<file path="src/rtl/sorted_threshold_fire.sv">
// -----------------------------------------------------------------------------
// sorted_threshold_fire
//
// Purpose:
//   Threshold "neuron" that sits behind a bitonic sorter. The sorter presents
//   its inputs as a thermometer code (bit 0 = maximum, ones at low indices).
//   The block watches one evaluation window of GAMMA ticks. On each tick it
//   looks at sorted_in[THRESH-1]: this bit is 1 exactly when at least THRESH
//   inputs are active. The first tick on which that happens produces a
//   one-cycle spike and is recorded as the fire time. At the end of the
//   window the result is held until the consumer accepts it.
//
// Optional feature (compile-time macro THERM_CHECK_EN):
//   When defined, every RUN tick checks sorted_in for an illegal thermometer
//   code (a 1 directly above a 0). Any violation sets the sticky therm_err
//   flag, which stays set until reset and never affects firing.
//   When undefined, therm_err is tied low and no check logic is built.
//
// Ports:
//   clk           in   1   clock, rising edge
//   rst_n         in   1   asynchronous active-low reset
//   start         in   1   open a new window (IDLE only)
//   tick          in   1   one-cycle strobe advancing window time
//   sorted_in     in   N   thermometer-coded sorter output
//   spike_out     out  1   one-cycle pulse on the first threshold crossing
//   fire_time     out  TW  tick index of the first fire, GAMMA = no fire
//   result_valid  out  1   window result available (HOLD)
//   result_ready  in   1   consumer accepts the result
//   busy          out  1   high in RUN and HOLD
//   therm_err     out  1   sticky illegal-code flag (THERM_CHECK_EN only)
// -----------------------------------------------------------------------------
module sorted_threshold_fire #(
  parameter int N      = 16,
  parameter int THRESH = 8,
  parameter int GAMMA  = 16,
  parameter int TW     = 8
) (
  input  logic          clk,
  input  logic          rst_n,
  input  logic          start,
  input  logic          tick,
  input  logic [N-1:0]  sorted_in,
  output logic          spike_out,
  output logic [TW-1:0] fire_time,
  output logic          result_valid,
  input  logic          result_ready,
  output logic          busy,
  output logic          therm_err
);

  typedef enum logic [1:0] {
    S_IDLE = 2'd0,
    S_RUN  = 2'd1,
    S_HOLD = 2'd2
  } state_t;

  // Last tick index of a window and the "no fire" marker.
  localparam logic [TW-1:0] T_LAST  = TW'(GAMMA - 1);
  localparam logic [TW-1:0] FT_NONE = TW'(GAMMA);

  state_t        r_state;
  logic [TW-1:0] r_t;
  logic          r_fired;
  logic          r_spike;
  logic [TW-1:0] r_fire_time;

  state_t        w_state_next;
  logic [TW-1:0] w_t_next;
  logic          w_fired_next;
  logic          w_spike_next;
  logic [TW-1:0] w_fire_time_next;

  logic          w_run_tick;
  logic          w_sample;

  assign w_run_tick = (r_state == S_RUN) && tick;
  // For a legal code this bit is 1 iff at least THRESH inputs are active.
  assign w_sample   = sorted_in[THRESH-1];

  // ---------------------------------------------------------------------------
  // State and datapath registers
  // ---------------------------------------------------------------------------
  always_ff @(posedge clk or negedge rst_n) begin
    if (!rst_n) begin
      r_state     <= S_IDLE;
      r_t         <= '0;
      r_fired     <= 1'b0;
      r_spike     <= 1'b0;
      r_fire_time <= FT_NONE;
    end else begin
      r_state     <= w_state_next;
      r_t         <= w_t_next;
      r_fired     <= w_fired_next;
      r_spike     <= w_spike_next;
      r_fire_time <= w_fire_time_next;
    end
  end

  // ---------------------------------------------------------------------------
  // Next-state and next-datapath logic
  // ---------------------------------------------------------------------------
  always_comb begin
    w_state_next     = r_state;
    w_t_next         = r_t;
    w_fired_next     = r_fired;
    w_spike_next     = 1'b0;          // spike is a single-cycle pulse
    w_fire_time_next = r_fire_time;

    case (r_state)
      S_IDLE: begin
        if (start) begin
          w_state_next     = S_RUN;
          w_t_next         = '0;
          w_fired_next     = 1'b0;
          w_fire_time_next = FT_NONE;
        end
      end

      S_RUN: begin
        if (tick) begin
          if (w_sample && !r_fired) begin
            w_spike_next     = 1'b1;
            w_fire_time_next = r_t;
            w_fired_next     = 1'b1;
          end
          // The final tick closes the window; t stays at GAMMA-1 so it
          // never runs past the last legal index.
          if (r_t == T_LAST) begin
            w_state_next = S_HOLD;
          end else begin
            w_t_next = r_t + 1'b1;
          end
        end
      end

      S_HOLD: begin
        // start is deliberately ignored here, even alongside result_ready.
        if (result_ready) begin
          w_state_next = S_IDLE;
        end
      end

      default: begin
        w_state_next = S_IDLE;
      end
    endcase
  end

  assign spike_out    = r_spike;
  assign fire_time    = r_fire_time;
  assign result_valid = (r_state == S_HOLD);
  assign busy         = (r_state != S_IDLE);

  // ---------------------------------------------------------------------------
  // Thermometer-code integrity check
  // ---------------------------------------------------------------------------
`ifdef THERM_CHECK_EN
  logic [N-2:0] w_inversion;
  logic         r_therm_err;

  // An inversion is a 1 sitting directly above a 0.
  for (genvar gi = 0; gi < N - 1; gi++) begin : g_inversion
    assign w_inversion[gi] = sorted_in[gi+1] & ~sorted_in[gi];
  end

  always_ff @(posedge clk or negedge rst_n) begin
    if (!rst_n) begin
      r_therm_err <= 1'b0;
    end else if (w_run_tick && (|w_inversion)) begin
      r_therm_err <= 1'b1;
    end
  end

  assign therm_err = r_therm_err;
`else
  // Only the threshold bit is used for firing; keep the rest visibly unused.
  logic w_unused_sorted;
  assign w_unused_sorted = ^sorted_in;
  assign therm_err       = 1'b0;
`endif

endmodule

</file>
<file path="config.mk">
export PLATFORM = sky130hd
export DESIGN_NAME = sorted_threshold_fire
export DESIGN_NICKNAME = d
export VERILOG_FILES = /design/src/rtl/sorted_threshold_fire.sv
export SDC_FILE = /design/constraint.sdc
export NUM_CORES = 1
export LEC_CHECK = 0
export CAP_MARGIN = 20
export CORE_AREA = 5 5 53 55
export CTS_CLUSTER_DIAMETER = 80
export CTS_CLUSTER_SIZE = 25
export DETAILED_ROUTE_END_ITERATION = 12
export DIE_AREA = 0 0 58 60
export PLACE_DENSITY = 0.75
export SLEW_MARGIN = 20
export SYNTH_ARGS = -nofsm -noshare
export SYNTH_HDL_FRONTEND = slang
export SYNTH_SLANG_ARGS = --single-unit
</file>
<file path="constraint.sdc">
create_clock -name clk -period 1.74 [get_ports clk]
set_input_delay 0.174 -clock clk [delete_from_list [all_inputs] [get_ports clk]]
set_output_delay 0.174 -clock clk [all_outputs]
set_load 0.02 [all_outputs]
</file>
==> results.yml <==
clock_network:
  clk_pin_slew_worst_paths_ps: 110
  cts.path.max_buffers: 2
  cts.sinks: 20
  cts.hold.buffers_added: 0
  cts_buffers: 3
  cts_tree: "yes"
  cts-htree-levels: 1
  ctsRootBufferMaster: "clkbuf_4"
  clock_latency_ps: 300
  post_cts_setup_repair_bufs: 0
floorplanning:
  placementRows: 18
  starting_density_pct: 40.4
  ios: 33
  dieArea_sq_mm: 0.00348
  chipHeight_um: 60
  placeableCoreArea_sq_mm: 0.00234
  die_x_um: 58
synth:
  post_synth_xor_area_fraction_pct: 0
  syn_area_sq_um: 947
  ys.flop_type: "dfrtp_1"
  yosysSeqAreaShare_pct: 53.0
  most_area_hungry_cell_type_in_the_yosys_netlist: "dfrtp_1"
  yosys.area_share.simple_pct: 21.5
  synth_top_family_by_area: "simple AND/OR/NAND/NOR gates"
  synthAdderAreaFrac_pct: 1.32
  post_synth_top_area_share_pct: 50.2
  synth_compound_area_share_pct: 17.0
  synth_cell_type_count: 37
  proportion_of_register_bits_with_asynchronous_set_or_reset_after_synthesis_pct: 100
  synth_fp_nets: 112
  synth.area.top_cells: "dfrtp_1, a22o_1, nand2_1, nand3_1, dfstp_2"
  ys_warn_count: 0
  count_of_flip_flops_with_a_built_in_enable_after_synthesis: 0
  netlist_instances: 90
  post_synthesis_area_per_instance_sq_um: 10.5
  synth_seq_cells: 20
  synth.mux.area_fraction_pct: 2.11
global_route:
  grt_pass1_vias: 819
  grt_max_degree: 12
  grt_first_pass_wirelength_um: 3590
  grt.total_usage_pct: 13.5
  gr-total-overflow: 0
  antenna_violations_before_repair: 0
finish:
  finalInstanceArea_sq_mm: 0.00126
  final_util_pct: 53.8
  layoutNonFillerInstCount: 150
  area_delta_synth_final_pct: 33.2
  final_nets: 143
  drive_above_1_share_pct: 20.0
  antennaDiodeCount: 0
sta:
  hold_viol: 0
  hold_ws_ps: 170
  timing.fmax_mhz: 624
  setup_viol_count_final: 0
  timing.final.max_slew_violations: 0
  post-route-worst-setup-slack_ps: 138
  grt_setup_unrepaired: "no"
  final.setup_skew_ps: 6.07
  final.period_utilization_pct: 92.1
  period_needed_ps: 1600
  final.setup.tns_ps: 0
setup_path:
  path_buf_inv: 1
  worst_r2r_endpoint: "r_t[3]"
  critPathCapture: "fire_time[4]"
  reg2reg_setup_slack_ps: 190
  timing.critical_path.max_delay_family: "buffers and inverters"
  critical_path_cell_sequence: "clkdlybuf4s50_1"
  critical_path.startpoint_type: "register"
  worst-r2r-cell-count: 5
  critical_path_required_ps: 1570
  cp.depth: 1
  worstReg2RegStart: "r_t[4]"
  critPathKind: "reg2out"
  startpoint: "fire_time[4]"
  critical_path.slowest_cell: "clkdlybuf4s50_1"
  crit_fanout: 2
  worst_ep_arrival_time_ps: 1430
  critPathCaptureType: "primary output"
  max_stage_delay_ps: 590
drt:
  per_cell_routed_wire_length_um: 14.5
  routed-via-count: 811
  wl_um: 2180
  final_antenna_net_count: 0
  drtIter0Drc: 26
  vias_per_cell: 5.41
  drt_pass1_iterations: 4
  drt_drc_violations_left: 0
placed_design:
  gpl.final_weighted_congestion: 0.886
  dpl.cell_count: 146
  post-dp-hpwl_um: 1650
  pre_cts_slack_ps: 57.5
  portbufs: 16
  placedInstanceArea_sq_mm: 0.00122
flow_run:
  maxCapViolations: 0
power_and_ir_drop:
  power.density_cell_area_mw_per_mm2: 1410
  switching_share_pct: 35.4
  peakVddDrop_mv: 0.951
  internal_power_mw: 1.15
  seq_power_share_pct: 42.7
  power_mw: 1.77
  combPwrFrac_pct: 42.3
  clkPwrFrac_pct: 15.0
  power.net_switching_mw: 0.628
  p_leak_nw: 0.570
status:
  outcome: "finished clean"
hold_path:
  min-delay-path-class: "in2async"
-- layer usage --
layer	vias to the layer above	GRT usage, %	wire length [um]
met5	-	0	0
met4	0	6.62	36
met3	6	3.24	96
met2	24	22.7	1120
met1	390	16.1	929
li1	391	-	-
-- cell usage in the layout (no fill, tap or decap), types with 2 or more instances in the layout --
master	count
o211ai_1	2
nand3_1	8
clkdlybuf4s50_1	14
buf_4	14
dlygate4sd2_1	2
clkbuf_4	3
nand3b_1	2
inv_1	4
or2_2	2
a21oi_1	2
nand4_1	3
a22o_1	7
a31oi_1	2
mux2i_1	2
dfrtp_1	19
nand2_1	11
-- worst min path at each step --
stage	start	to	slack (ps)
finish	rst_n	r_state[0]	170
global route	rst_n	r_state[0]	200
CTS	rst_n	r_state[0]	180
detailed placement	fire_time[4]	fire_time[4]	460
global placement	fire_time[4]	fire_time[4]	460
floorplan	rst_n	fire_time[0]	-120
-- logic make-up (layout without fill, tap and decap cells) --
| kind of cell | Yosys count | after routing |
|---|---|---|
| mux | 2 | 2 |
| other cells | 1 | 1 |
| simple gates | 37 | 37 |
| buf+inv | 8 | 38 |
| flops | 20 | 20 |
| compound gates | 21 | 21 |
| fa+ha+maj | 1 | 1 |
-- power by group through the flow --
stage	Clock [mW]	Sequential, mW	Combinational (mW)
after floorplan	0	0.879	0.276
after global placement	0	0.748	0.738
after detailed placement	0	0.760	0.749
after CTS	0.281	0.750	0.752
after global routing	0.297	0.776	0.812
final	0.266	0.758	0.750
-- cell type report --
class                   count  area (sq um)
multi-input cells          62           408
repair buffers             30           263
inverters                   4          15.0
well taps                  30          37.5
clock buffers               4          36.3
flip-flops and latches     20           502
fillers                   219          1080
-- timing repair --
action                     4_1_cts  5_1_grt
cloned                           0        0
resized for setup                2        1
setup endpoints to repair        2        2
hold endpoints to repair         0        0
-- flip-flops by register name, summed over array words and instances, names as in the netlist --
| signal | cells |
|---|---|
| fire_time | 8 |
| r_fired | 1 |
| r_state | 2 |
| r_t | 8 |
| spike_out | 1 |
-- cell usage after synthesis, drive strengths merged, types with 2 or more instances --
| library cell | count |
|---|---|
| dfrtp | 19 |
| nand2 | 11 |
| nand3 | 8 |
| a22o | 7 |
| buf | 4 |
| inv | 4 |
| nand4 | 3 |
| a21oi | 2 |
| a31oi | 2 |
| mux2i | 2 |
| nand3b | 2 |
| nor3b | 2 |
| o211ai | 2 |
| o21ai | 2 |
| or2 | 2 |
No activity file was read; power rests on OpenSTA's default activity.
